$ cat config.mk
export PLATFORM = sky130hd
export DESIGN_NAME = cpu_sequencer
export DESIGN_NICKNAME = d
export VERILOG_FILES = /design/src/rtl/cpu_sequencer.sv
export SDC_FILE = /design/constraint.sdc
export NUM_CORES = 1
export LEC_CHECK = 0
export CAP_MARGIN = 20
export CORE_MARGIN = 2
export CORE_UTILIZATION = 51
export CTS_BUF_LIST = sky130_fd_sc_hd__clkbuf_8
export CTS_CLUSTER_DIAMETER = 50
export DETAILED_ROUTE_END_ITERATION = 7
export PLACE_DENSITY = 0.82
export SYNTH_ARGS = -nofsm -noshare
export SYNTH_HDL_FRONTEND = slang
export SYNTH_SLANG_ARGS = --single-unit
export TNS_END_PERCENT = 30
$ cat constraint.sdc
create_clock -name clk -period 3.19 [get_ports clk]
set_input_delay 0.4785 -clock clk [delete_from_list [all_inputs] [get_ports clk]]
set_output_delay 0.4785 -clock clk [all_outputs]
set_load 0.05 [all_outputs]
$ cat src/rtl/cpu_sequencer.sv
// rtl/cpu_sequencer.sv - multi-cycle FETCH/DECODE/EXEC/MEM/WB sequencer for the rv32i core
module cpu_sequencer #(
  parameter int CNT_W   = 32,
  parameter int TIMEOUT = 15
) (
  input  logic             clk,
  input  logic             rst,
  input  logic             start,
  input  logic             dec_mem_read,
  input  logic             dec_mem_write,
  input  logic             dec_reg_write,
  input  logic             dec_halt,
  input  logic             imem_ready,
  input  logic             dmem_ready,
  output logic             imem_req,
  output logic             ir_we,
  output logic             dmem_req,
  output logic             dmem_we,
  output logic             rf_we,
  output logic             pc_we,
  output logic             busy,
  output logic             halted,
  output logic             error,
  output logic [2:0]       state,
  output logic [CNT_W-1:0] cycle_count,
  output logic [CNT_W-1:0] instr_count
);

  localparam int TW = (TIMEOUT > 0) ? $clog2(TIMEOUT + 1) : 1;

  typedef enum logic [2:0] {
    S_IDLE   = 3'd0,
    S_FETCH  = 3'd1,
    S_DECODE = 3'd2,
    S_EXEC   = 3'd3,
    S_MEM    = 3'd4,
    S_WB     = 3'd5,
    S_HALT   = 3'd6,
    S_ERR    = 3'd7
  } state_t;

  state_t            state_q, state_d;
  logic              ld_q, ld_d, st_q, st_d, rw_q, rw_d;
  logic [TW-1:0]     timer_q, timer_d;
  logic [CNT_W-1:0]  cycle_q, cycle_d, instr_q, instr_d;
  logic              wd_expired;

  // Timer reaching TIMEOUT means TIMEOUT wait cycles have already been granted.
  assign wd_expired = (TIMEOUT != 0) && (timer_q == TW'(TIMEOUT));

  always_comb begin
    state_d  = state_q;
    ld_d     = ld_q;
    st_d     = st_q;
    rw_d     = rw_q;
    timer_d  = '0;
    imem_req = 1'b0;
    ir_we    = 1'b0;
    dmem_req = 1'b0;
    dmem_we  = 1'b0;
    rf_we    = 1'b0;
    pc_we    = 1'b0;
    case (state_q)
      S_IDLE: begin
        if (start) state_d = S_FETCH;
      end
      S_FETCH: begin
        imem_req = 1'b1;
        if (imem_ready) begin
          ir_we   = 1'b1;
          state_d = S_DECODE;
        end else if (wd_expired) begin
          state_d = S_ERR;
        end else begin
          timer_d = timer_q + TW'(1);
        end
      end
      S_DECODE: begin
        ld_d = dec_mem_read;
        st_d = dec_mem_write;
        rw_d = dec_reg_write;
        if (dec_halt)                          state_d = S_HALT;
        else if (dec_mem_read && dec_mem_write) state_d = S_ERR;
        else                                   state_d = S_EXEC;
      end
      S_EXEC: begin
        if (ld_q || st_q) begin
          state_d = S_MEM;
        end else if (rw_q) begin
          state_d = S_WB;
        end else begin
          pc_we   = 1'b1;
          state_d = S_FETCH;
        end
      end
      S_MEM: begin
        dmem_req = 1'b1;
        dmem_we  = st_q;
        if (dmem_ready) begin
          // Stores retire here and never reach WB, so rf_we stays low for them.
          if (st_q) begin
            pc_we   = 1'b1;
            state_d = S_FETCH;
          end else begin
            state_d = S_WB;
          end
        end else if (wd_expired) begin
          state_d = S_ERR;
        end else begin
          timer_d = timer_q + TW'(1);
        end
      end
      S_WB: begin
        rf_we   = 1'b1;
        pc_we   = 1'b1;
        state_d = S_FETCH;
      end
      default: state_d = state_q;
    endcase
  end

  assign busy    = (state_q != S_IDLE) && (state_q != S_HALT) && (state_q != S_ERR);
  assign halted  = (state_q == S_HALT);
  assign error   = (state_q == S_ERR);
  assign state   = state_q;
  assign cycle_d = cycle_q + CNT_W'(busy);
  assign instr_d = instr_q + CNT_W'(pc_we);
  assign cycle_count = cycle_q;
  assign instr_count = instr_q;

  always_ff @(posedge clk) begin
    if (rst) begin
      state_q <= S_IDLE;
      ld_q    <= 1'b0;
      st_q    <= 1'b0;
      rw_q    <= 1'b0;
      timer_q <= '0;
      cycle_q <= '0;
      instr_q <= '0;
    end else begin
      state_q <= state_d;
      ld_q    <= ld_d;
      st_q    <= st_d;
      rw_q    <= rw_d;
      timer_q <= timer_d;
      cycle_q <= cycle_d;
      instr_q <= instr_d;
    end
  end

endmodule
# After elaboration in Yosys (flattened, before gate mapping)
# Index checks and enable logic that the tools add are counted.
# W data, S select, Z words.
# word_totals
out_inout_bits	76
reg_bits	74
elab_cells	54
in_bits	9
# op_classes
eq_ne	11
n_reduce_logical	8
addsub	3
mux	25
# ops
operator	n
$add A32 B1 Y32	2
$mux W3	9
$pmux W3 S6	1
$eq A3 B3 Y1 const B	4
$mux W4	3
$mux W1	10
$pmux W4 S2	1
$eq A3 B2 Y1 const B	2
$ne A3 B3 Y1 const B	2
$reduce_bool A6 Y1	1
$add A4 B1 Y4 const B	1
$eq A4 B4 Y1 const B	1
$eq A3 B1 Y1 const B	1
$logic_and A1 B1 Y1	3
$logic_not A3 Y1	1
$pmux W1 S3	1
$reduce_bool A3 Y1	1
$ne A2 B2 Y1 const B	1
$reduce_and A2 Y1	1
$logic_or A1 B1 Y1	1

# Longest topological paths before layout
# Gate-level depths: netlist of the first run.
# logic_depth
ltp_word	4
depth_mapped	11
mapped_depth_nobuf	8

# Worst setup path before layout of the first run
# OpenSTA, ideal clock, no wires.
# synth_path
path_kind	register to register
startpoint	reg state_q[0], in the netlist state[0]
endpoint	reg instr_q[30], in the netlist instr_count[30]
path_slack_ns	-0.567
t_required_ns	3.069
period_less_slack_ns	3.757
n_path_buf	3
arrival_time_ns	3.636
stages_incl_launch_ff	12
setup_ns	0.121
path_cell_list	dfxtp_1 -> clkbuf_1 -> nand3b_1 -> o22ai_1 -> ha_1 -> ha_1 -> and4_1 -> clkbuf_1 -> nand3_1 -> clkbuf_1 -> nor4_1 -> mux2_2
# synth_via
elab_chain_cells	3
word_cells_on_any_way	5
classes_between	1 x add/sub; 3 x eq/ne; 1 x mux
# synth_rtl
element	line_no	text
start: declaration	42	state_t state_q, state_d;
start signal: assignment	141	state_q <= state_d;
$eq A3 B3 Y1 or $eq A3 B2 Y1 (tied branches)	63	case (state_q)
$pmux W1 S3 *	63	
net pc_we	20	output logic pc_we,
$add A32 B1 Y32 *	127	assign instr_d = instr_q + CNT_W'(pc_we);
end signal: assignment	147	instr_q <= instr_d;
end: declaration	45	logic [CNT_W-1:0] cycle_q, cycle_d, instr_q, instr_d;
# The timed path passes the listed nets; every way through them passes the cells marked *.
# A chain may end at the register's enable or synchronous reset.

# Worst setup path in the final report of the first run
# layout_path
startpoint	in dmem_ready
endpoint	reg instr_q[26], in the netlist instr_count[26]
# layout_via
elab_chain_cells	3
# layout_rtl
element	line_no	text
start: declaration	14	input logic dmem_ready,
$mux W1	99	if (dmem_ready) begin
$pmux W1 S3	63	
$add A32 B1 Y32	127	
# Every way passes these cells.

==> metrics.txt, run 1 <==
Total Die Area roughly 7600 um2; CP bufs+invs 1; FF+latch count, synth between 70 and 80; vias in the first global route 3,074; Post-synth EDFFs 0; Net Sw Frac 25.27%; min Tclk post-route between 2 and 3 ns; delay of the slowest critical-path stage 0.60 ns; pin count of the biggest net entering global routing 47; Initial Util about 52%; Setup Skew around 0.01 ns; Warnings, synthesis 0; RSZ-0062 raised after global routing no; Critical-path top delay cell or4_1; WP data arrival slightly above 3 ns; list of most frequent post-synthesis cells 74 x dfxtp_1, 41 x a21oi_1, 36 x nor2_1; final core occ between 60% and 70%; Seq/Total Area, Yosys roughly 42%; cell area after synthesis around 3500 um2; H-tree levels 3; R2R Path End instr_count[26]; Layout Nets around 500; Antenna diodes 0; RePlAce Congestion 0.8233; via count 3,408; Overflow after GRT 0; crit path to instr_count[26]; internal power approximately 0.0013 W; post-route ant nets 0; r2r setup slk roughly 0.41 ns; Setup CP Type input port to flop; most numerous cell in the Yosys netlist dfxtp_1; clk sinks 74; Worst Setup End Kind flop; dominant cell type by area after synthesis dfxtp_1; Hold WS ~0.46 ns; count of different cell masters after synthesis 40; GR Util met3 under 10%; asr flop ratio synth 0%; final hold vios 0; Die Y-Extent 87.16 um; Hold-fix buffers, CTS 0; worst-margin pin slew 0.8359 ns; CP delay by family, top simple AND/OR/NAND/NOR gates; CP Launch Type input port; initial antenna violation count 0; Final setup viols 0; first-pass GRT wire length around 13,000 um; TNS Setup 0 ns; core footprint 6756 um2; hold_sp timer_q[0]; Mean Syn Cell Area about 8.5 um2; Post-route DRC 0; CTS tree done; Reg clk slew, reported paths roughly 0.08 ns; Die Wd a little under 90 um; drt first pass iters 4; Mapped Nets 429; PwrDens between 300 and 400 nW/um2; drt initial violations 168; total CTS buffers 9; I/O Buffers 84; share of the synthesized area in the top cell type between 40% and 50%; Cell Count, Final, Fillers Out about 570; Area contributors post-synth dfxtp_1 42%, a21oi_1 5.8%, or4_1 5.3%, o31ai_1 5.1%, xor2_1 4.5%; area grow syn2layout 29.87%; # IOs between 80 and 90; Worst Hold Class flop to flop; final wirelength about 8000 um; clk_lat worst skew 0.33 ns; placed cell count approximately 550; Max Freq approximately 360 MHz; R2R Path Start st_q; Combinational Power Share 9.3%; DR WL/cell around 14 um; Peak VDD IR about 0.27 mV; total stage count of the critical path 9; CP cell instances clkdlybuf4s50_1, a21oi_1, o22ai_4, ha_1, ha_1, and4_1, nand3_1, or4_1, a21oi_1; Max Cap Violations 0; Worst slew margin between 40% and 50%; fin. max-slew vios 0; GRT Total Usage 21.75%; Rows 30; share of layout cells above drive strength 1 6.748%; clock root buffer clkbuf_8; start point of the critical path dmem_ready; R2R depth 8; Post-CTS Setup Bufs 0; Max Root-Sink Buffers 2; Most used DFF post-synth dfxtp_1; sequential share of power 52.8%; Worst Path Max Fanout 14; Worst EP required 3.45 ns; leak pwr approximately 1.5 nW; met2 GRT Util 36.16%; Net Switching 0.0004563 W; # resized after CTS 0; mean number of vias per cell roughly 6.0; Detailed Place HPWL about 5800 um; Most Crowded Layer GR met2; synthesized instance count just over 400; status complete, no violations; crit share post-route 87.26%; M1 GR Usage between 20% and 30%; Clock power frac between 30 and 40%
## power by group through the flow
| stage | clock network (W) | logic [W] | registers, W |
|---|---|---|---|
| 6_report | 0.000685 | 0.000167 | 0.000953 |
| 5_1_grt | 0.000744 | 0.000178 | 0.000956 |
| 4_1_cts | 0.000695 | 0.000168 | 0.000953 |
| 3_5_place_dp | 0 | 0.000167 | 0.000975 |
| 3_3_place_gp | 0 | 0.000165 | 0.000974 |
| 2_1_floorplan | 0 | 0.0000918 | 0.000997 |
## how the worst min path moves through the flow
stage / end / cells past startpoint
floorplan: timer_q[0] / 1
global placement: timer_q[0] / 1
detailed placement: timer_q[0] / 1
CTS: timer_q[0] / 1
global route: timer_q[0] / 1
finish: timer_q[0] / 1
## layout by cell type, fill, tap and decap left out, types with 2 or more instances in the layout
cell type and n:
dfxtp_2 3, nor2_1 36, mux2_2 3, xnor2_1 7, ha_1 5, clkdlybuf4s50_1 83
o21ai_0 15, nand4_1 20, inv_1 10, or3_1 11, and2_1 4, clkbuf_8 9
or3_2 2, nand2_1 24, nand2b_1 3, and3_1 6, o31ai_1 24, a31oi_1 2
nor4_1 3, buf_4 3, or4_1 25, and4_1 11, nor3_1 4, dfxtp_1 71
nand3_1 21, nor2b_1 8, a21oi_1 40, xor2_1 18, clkinv_2 2
## sequential cells by signal (all words and copies together) (netlist names)
signal	count
state	3
ld_q	1
st_q	1
cycle_count	32
timer_q	4
instr_count	32
rw_q	1
## worst register-to-register path, cell delays in order (launching register included)
cell     delay (ns)
dfxtp_1        0.36
or3_1          0.42
o22ai_4        0.19
ha_1           0.21
ha_1           0.21
and4_1         0.22
nand3_1        0.33
or4_1          0.60
a21oi_1        0.16
## kinds of logic (layout without fill, tap and decap cells)
logic type | Yosys count | after routing | share of synthesized area, %
AO/OA/AOI/OAI | 87 | 87 | 14.51
XOR/XNOR | 25 | 25 | 6.208
adder cells (fa/ha/maj) | 5 | 5 | 1.774
buffers and inverters | 37 | 111 | 4.292
flip-flops | 74 | 74 | 42.00
multiplexers | 4 | 4 | 1.596
AND/OR/NAND/NOR | 183 | 183 | 29.62
## metrics by stage
| stage | power (W) | instance area [um2] | setup WS (ns) |
|---|---|---|---|
| final | 0.001806 | 4581 | 0.4063 |
| after global routing | 0.001877 | 4581 | 0.2063 |
| after CTS | 0.001816 | 4581 | 0.3884 |
| after detailed placement | 0.001142 | 4397 | 0.09708 |
| after global placement | 0.001139 | 4397 | 0.1986 |
| after floorplan | 0.001089 | 3556 | 0.06934 |
## cell type report
type	count	area [um2]
clock buffers	9	123.9
clock inverters	6	60.06
fillers	573	2176
inverters	9	33.78
multi-input cells	304	1919
flip-flops and latches	74	1485
well taps	80	100.1
repair buffers	87	858.3
## layer usage
layer | part of all wire [%] | wire length, um | vias up
met5 | 0 | 0 | -
met4 | 1.4 | 119 | 0
met3 | 5.2 | 427 | 14
met2 | 48 | 3957 | 97
met1 | 45 | 3715 | 1628
li1 | - | - | 1669
No activity file was read; power rests on OpenSTA's default activity.
==> run 2: changes to the inputs <==
--- a/config.mk
+++ b/config.mk
@@ -8,7 +8,7 @@
 export CAP_MARGIN = 20
 export CORE_MARGIN = 2
 export CORE_UTILIZATION = 51
-export CTS_BUF_LIST = sky130_fd_sc_hd__clkbuf_8
+export CTS_BUF_LIST = sky130_fd_sc_hd__clkbuf_2
 export CTS_CLUSTER_DIAMETER = 50
 export DETAILED_ROUTE_END_ITERATION = 7
 export PLACE_DENSITY = 0.82
==> run 2 against run 1 <==
Cell area down 1.7%. Hold slack better by 0.0087 ns. Wire length about the same. Sequential share of layout area up 0.56 points. Flip-flop and latch count unchanged. Setup slack worse by 0.16 ns. Largest power group unchanged. Via count down 0.50%. Clock-buffer cell count up 1.
==> metrics.txt, run 2 (synthesis gave the netlist of run 1 again) <==
status complete, no violations; RePlAce Congestion 0.8233 (unchanged); Final setup viols 0 (unchanged); CP cell instances nand2b_1, nor2_1, and2_1, clkdlybuf4s50_1; Worst slew margin 44.23% (-0.048 points); Cell Count, Final, Fillers Out 569 (unchanged); CP Launch Type flop; Initial Util 52.20% (unchanged); drt first pass iters 5 (+1); Overflow after GRT 0 (unchanged); total CTS buffers 9 (unchanged); via count 3,391 (-0.50%); RSZ-0062 raised after global routing no; clk_lat worst skew 0.51 ns (+0.18 ns); Layout Nets 499 (unchanged); leak pwr 1.460 nW (-1.9%); final hold vios 0 (unchanged); I/O Buffers 84 (unchanged); share of layout cells above drive strength 1 6.953% (+0.20 points); Layout fillers 585 (+2.1%); Total Die Area 7597 um2 (unchanged); initial antenna violation count 0 (unchanged); mean number of vias per cell 5.960 (-0.50%); vias in the first global route 3,082 (+0.26%); final core occ 66.65% (-1.1 points); Max Freq 339.2 MHz (-5.6%); crit share post-route 92.41% (+5.1 points); CTS tree done; Detailed Place HPWL 5817 um (unchanged); Place WS 0.09708 ns (unchanged); Worst Path Max Fanout 17 (+3); worst-margin pin slew 0.8366 ns (+0.0007135 ns); # resized after CTS 0 (unchanged); Final Instance Area 4503 um2 (-1.7%); Max Cap Violations 0 (unchanged); GRT Total Usage 21.87% (+0.12 points); H-tree levels 3 (unchanged); setup ws final 0.2422 ns (-0.1641 ns); drt initial violations 131 (-22%); TNS Setup 0 ns (unchanged); Worst EP required 2.71 ns (-0.74 ns); Die Wd 87.16 um (unchanged); Die Y-Extent 87.16 um (unchanged); Rows 30 (unchanged); Post-CTS Setup Bufs 0 (unchanged); fin. max-slew vios 0 (unchanged); Setup Skew 0.02470 ns (+0.01447 ns); Reg clk slew, reported paths 0.18 ns (+0.10 ns); pin count of the biggest net entering global routing 47 (unchanged); min Tclk post-route 2.948 ns (+0.1641 ns); Critical-path top delay cell clkdlybuf4s50_1; Setup CP Type flop to output port; DR WL/cell 14.43 um (about the same); delay of the slowest critical-path stage 0.80 ns (+0.20 ns); # IOs 85 (unchanged); Antenna diodes 0 (unchanged); Peak VDD IR 0.2102 mV (-21%); Worst Hold Class flop to flop; area grow syn2layout 27.67%; commonest non-fill, non-tap cell in the layout clkdlybuf4s50_1; first-pass GRT wire length 13,430 um (+0.10%); clk sinks 74 (unchanged); Worst Setup End Kind output port; Post-route DRC 0 (unchanged); commonest non-fill, non-tap cells in the layout 83 x clkdlybuf4s50_1, 71 x dfxtp_1, 40 x a21oi_1; DP Area 4397 um2 (unchanged); WP data arrival 2.47 ns (-0.58 ns); clock root buffer clkbuf_2; placed cell count 554 (unchanged); Hold-fix buffers, CTS 0 (unchanged); final wirelength 8211 um (about the same); Max Root-Sink Buffers 2 (unchanged); core footprint 6756 um2 (unchanged); PwrDens 360.9 nW/um2 (-8.4%); post-route ant nets 0 (unchanged)
run 2: final cells by class:
| class | instances | area, um2 | share of cell area [%] |
|---|---|---|---|
| clock buffer | 10 | 50.05 | 1.111 |
| timing repair buffer | 87 | 858.3 | 19.06 |
| tap | 80 | 100.1 | 2.223 |
| inverter | 9 | 33.78 | 0.7502 |
| sequential | 74 | 1485 | 32.98 |
| multi-input combinational | 304 | 1919 | 42.62 |
| clock inverter | 5 | 56.30 | 1.250 |
run 2: worst paths after layout:
kind	from	endpoint	slack, ns	cells past startpoint
max reg2reg	st_q	instr_count[26]	0.41	8
max	state[2]	dmem_we	0.24	4
min	timer_q[0]	timer_q[0]	0.47	1
min reg2reg	timer_q[0]	timer_q[0]	0.47	1
run 2: power by group:
part / internal (W) / switching (W) / total (W) / leakage [nW]
combinational: 0.0000610 / 0.000106 / 0.000167 / 0.794
clock: 0.000179 / 0.000324 / 0.000502 / 0.0678
sequential: 0.000938 / 0.0000177 / 0.000956 / 0.598
run 2: worst max-delay path, delay by kind of cell (launching register included):
family	cells	cell delay, ns
buf+inv	1	0.80
flops	1	0.55
simple gates	3	0.64
run 2: routing by layer:
metal  vias up  GRT usage, %  part of all wire, %
met5         -             0                    0
met3        10         4.645                  5.3
met1      1616         27.24                   46
met4         0         10.07                  1.0
li1       1673             -                    -
met2        92         36.22                   48
run 2: metrics by stage:
step                      total power, W  hold WS, ns
after floorplan                 0.001089       0.4317
after global placement          0.001139       0.4409
after detailed placement        0.001142       0.4531
after CTS                       0.001635       0.4762
after global routing            0.001691       0.4970
final                           0.001625       0.4728
==> run 3: changes to the inputs <==
--- a/config.mk
+++ b/config.mk
@@ -11,7 +11,7 @@
 export CTS_BUF_LIST = sky130_fd_sc_hd__clkbuf_2
 export CTS_CLUSTER_DIAMETER = 50
 export DETAILED_ROUTE_END_ITERATION = 7
-export PLACE_DENSITY = 0.82
+export PLACE_DENSITY_LB_ADDON = 0.12
 export SYNTH_ARGS = -nofsm -noshare
 export SYNTH_HDL_FRONTEND = slang
 export SYNTH_SLANG_ARGS = --single-unit
==> run 3 against run 2 <==
Cell area grew 0.67%. Clock skew grew 0.0052 ns. Power up 4.6%. Critical path depth did not move. Setup slack gained 0.071 ns. Global-route usage up 0.39 points. Critical endpoint unchanged. Largest cell class unchanged. Utilization rose by 0.44 points. Maximum frequency is 2.5% higher. Combinational power hardly changed.
==> metrics.txt, run 3 (synthesis gave the netlist of run 1 again) <==
status complete, no violations; register area 1485 um2 (unchanged); commonest non-fill, non-tap cell in the layout clkdlybuf4s50_1; Post-CTS Setup Bufs 0 (unchanged); share of layout cells above drive strength 1 6.721% (-0.23 points); H-tree levels 3 (unchanged); Antenna diodes 0 (unchanged); PwrDens 374.9 nW/um2 (+3.9%); drt initial violations 154 (+18%); final core occ 67.09% (+0.44 points); Initial Util 52.20% (unchanged); TNS Setup 0 ns (unchanged); WP data arrival 2.40 ns (-0.07 ns); post-route ant nets 0 (unchanged); fin. max-slew vios 0 (unchanged); area grow syn2layout 28.52%; I/O Buffers 84 (unchanged); core footprint 6756 um2 (unchanged); worst-margin pin slew 0.8966 ns (+0.05998 ns); clk_lat worst skew 0.50 ns (about the same); placed cell count 555 (+0.18%); Critical-path top delay cell clkdlybuf4s50_1; Setup Skew 0.02992 ns (+0.005221 ns); Total Die Area 7597 um2 (unchanged); drt first pass iters 4 (-1); CP Launch Type flop; Layout fillers 593 (+1.4%); Cell Count, Final, Fillers Out 571 (+0.35%); clk sinks 74 (unchanged); initial antenna violation count 0 (unchanged); final wirelength 8121 um (-1.1%); Hold-fix buffers, CTS 0 (unchanged); vias in the first global route 3,106 (+0.78%); min Tclk post-route 2.876 ns (-0.07147 ns); RSZ-0062 raised after global routing no; crit share post-route 90.17% (-2.2 points); met1 WL 3847 um (+2.6%); DP Area 4404 um2 (+0.17%); pin count of the biggest net entering global routing 51 (+8.5%); Worst EP required 2.71 ns (about the same); RePlAce Congestion 0.8163 (-0.85%); total CTS buffers 9 (unchanged); Worst Hold Class flop to flop; Detailed Place HPWL 5611 um (-3.5%); leak pwr 1.470 nW (+0.74%); Post-route DRC 0 (unchanged); Worst Path Max Fanout 17 (unchanged); Overflow after GRT 0 (unchanged); Setup CP Type flop to output port; Max Root-Sink Buffers 2 (unchanged); clock root buffer clkbuf_2; DR WL/cell 14.22 um (-1.4%); Final setup viols 0 (unchanged); Reg clk slew, reported paths 0.19 ns (about the same); multi-input logic area 1919 um2 (unchanged); Layout Nets 500 (+0.20%); Die Wd 87.16 um (unchanged); mean number of vias per cell 5.851 (-1.8%); Final Instance Area 4533 um2 (+0.67%); Rows 30 (unchanged); Peak VDD IR 0.2548 mV (+21%); CTS tree done; delay of the slowest critical-path stage 0.80 ns (about the same); # resized after CTS 0 (unchanged); final hold vios 0 (unchanged); metal3 WL 374 um (-15%); start point of the critical path state[2]; Worst slew margin 40.23% (-4.0 points); first-pass GRT wire length 13,820 um (+2.9%); CP cell instances nand2b_1, nor2_1, and2_1, clkdlybuf4s50_1; Top Layer Used met4; # IOs 85 (unchanged); commonest non-fill, non-tap cells in the layout 83 x clkdlybuf4s50_1, 71 x dfxtp_1, 40 x a21oi_1; Die Y-Extent 87.16 um (unchanged); Max Cap Violations 0 (unchanged); R2R Path Start st_q; Max Freq 347.7 MHz (+2.5%); hold_sp timer_q[0]; via count 3,341 (-1.5%); met2 wire len 3810 um (-3.2%); Worst Setup End Kind output port; GRT Total Usage 22.26% (+0.39 points)
## run 3: changes by cell type in the layout (fill, tap and decap cells not counted)
| cell | delta |
|---|---|
| clkinv_1 | +3 |
| buf_4 | +1 |
| bufinv_16 | +1 |
| clkbuf_2 | -1 |
| clkinv_2 | -1 |
| clkinv_4 | -1 |
## run 3: where the power goes
group | internal [W] | switching (W) | leakage, nW | total, W
sequential | 0.000938 | 0.0000172 | 0.598 | 0.000956
combinational | 0.0000611 | 0.000106 | 0.798 | 0.000167
clock | 0.000251 | 0.000326 | 0.0744 | 0.000577
## run 3: metrics by stage
stage                     setup WS (ns)  hold slack (ns)  total power [W]
after global routing             0.1497           0.4959         0.001768
after CTS                        0.2832           0.4857         0.001713
after detailed placement         0.1521           0.4635         0.001141
after global placement           0.2360           0.4562         0.001139
after floorplan                 0.06934           0.4317         0.001089
final                            0.3137           0.4800         0.001699
## run 3: per-layer routing
layer | track usage (%) | vias up
li1 | - | 1680
met5 | 0 | -
met3 | 3.602 | 9
met2 | 36.16 | 84
met4 | 8.671 | 0
met1 | 29.69 | 1568
## run 3: area by class of cell
cell class	instances	area share, %
clock buffer	9	0.9937
tap	80	2.208
inverter	9	0.7452
clock inverter	7	1.849
timing repair buffer	88	19.10
multi-input combinational	304	42.34
sequential	74	32.76
## run 3: final timing paths
| path | endpoint | slack [ns] | cells past startpoint |
|---|---|---|---|
| max reg2reg | instr_count[26] | 0.45 | 9 |
| min reg2reg | timer_q[0] | 0.48 | 1 |
| max | dmem_we | 0.31 | 4 |
| min | timer_q[0] | 0.48 | 1 |
## run 3: critical path, delay by kind of cell (launching register included)
family	cells	cell delay, ns
buffers and inverters	1	0.80
AND/OR/NAND/NOR	3	0.57
flip-flops	1	0.55
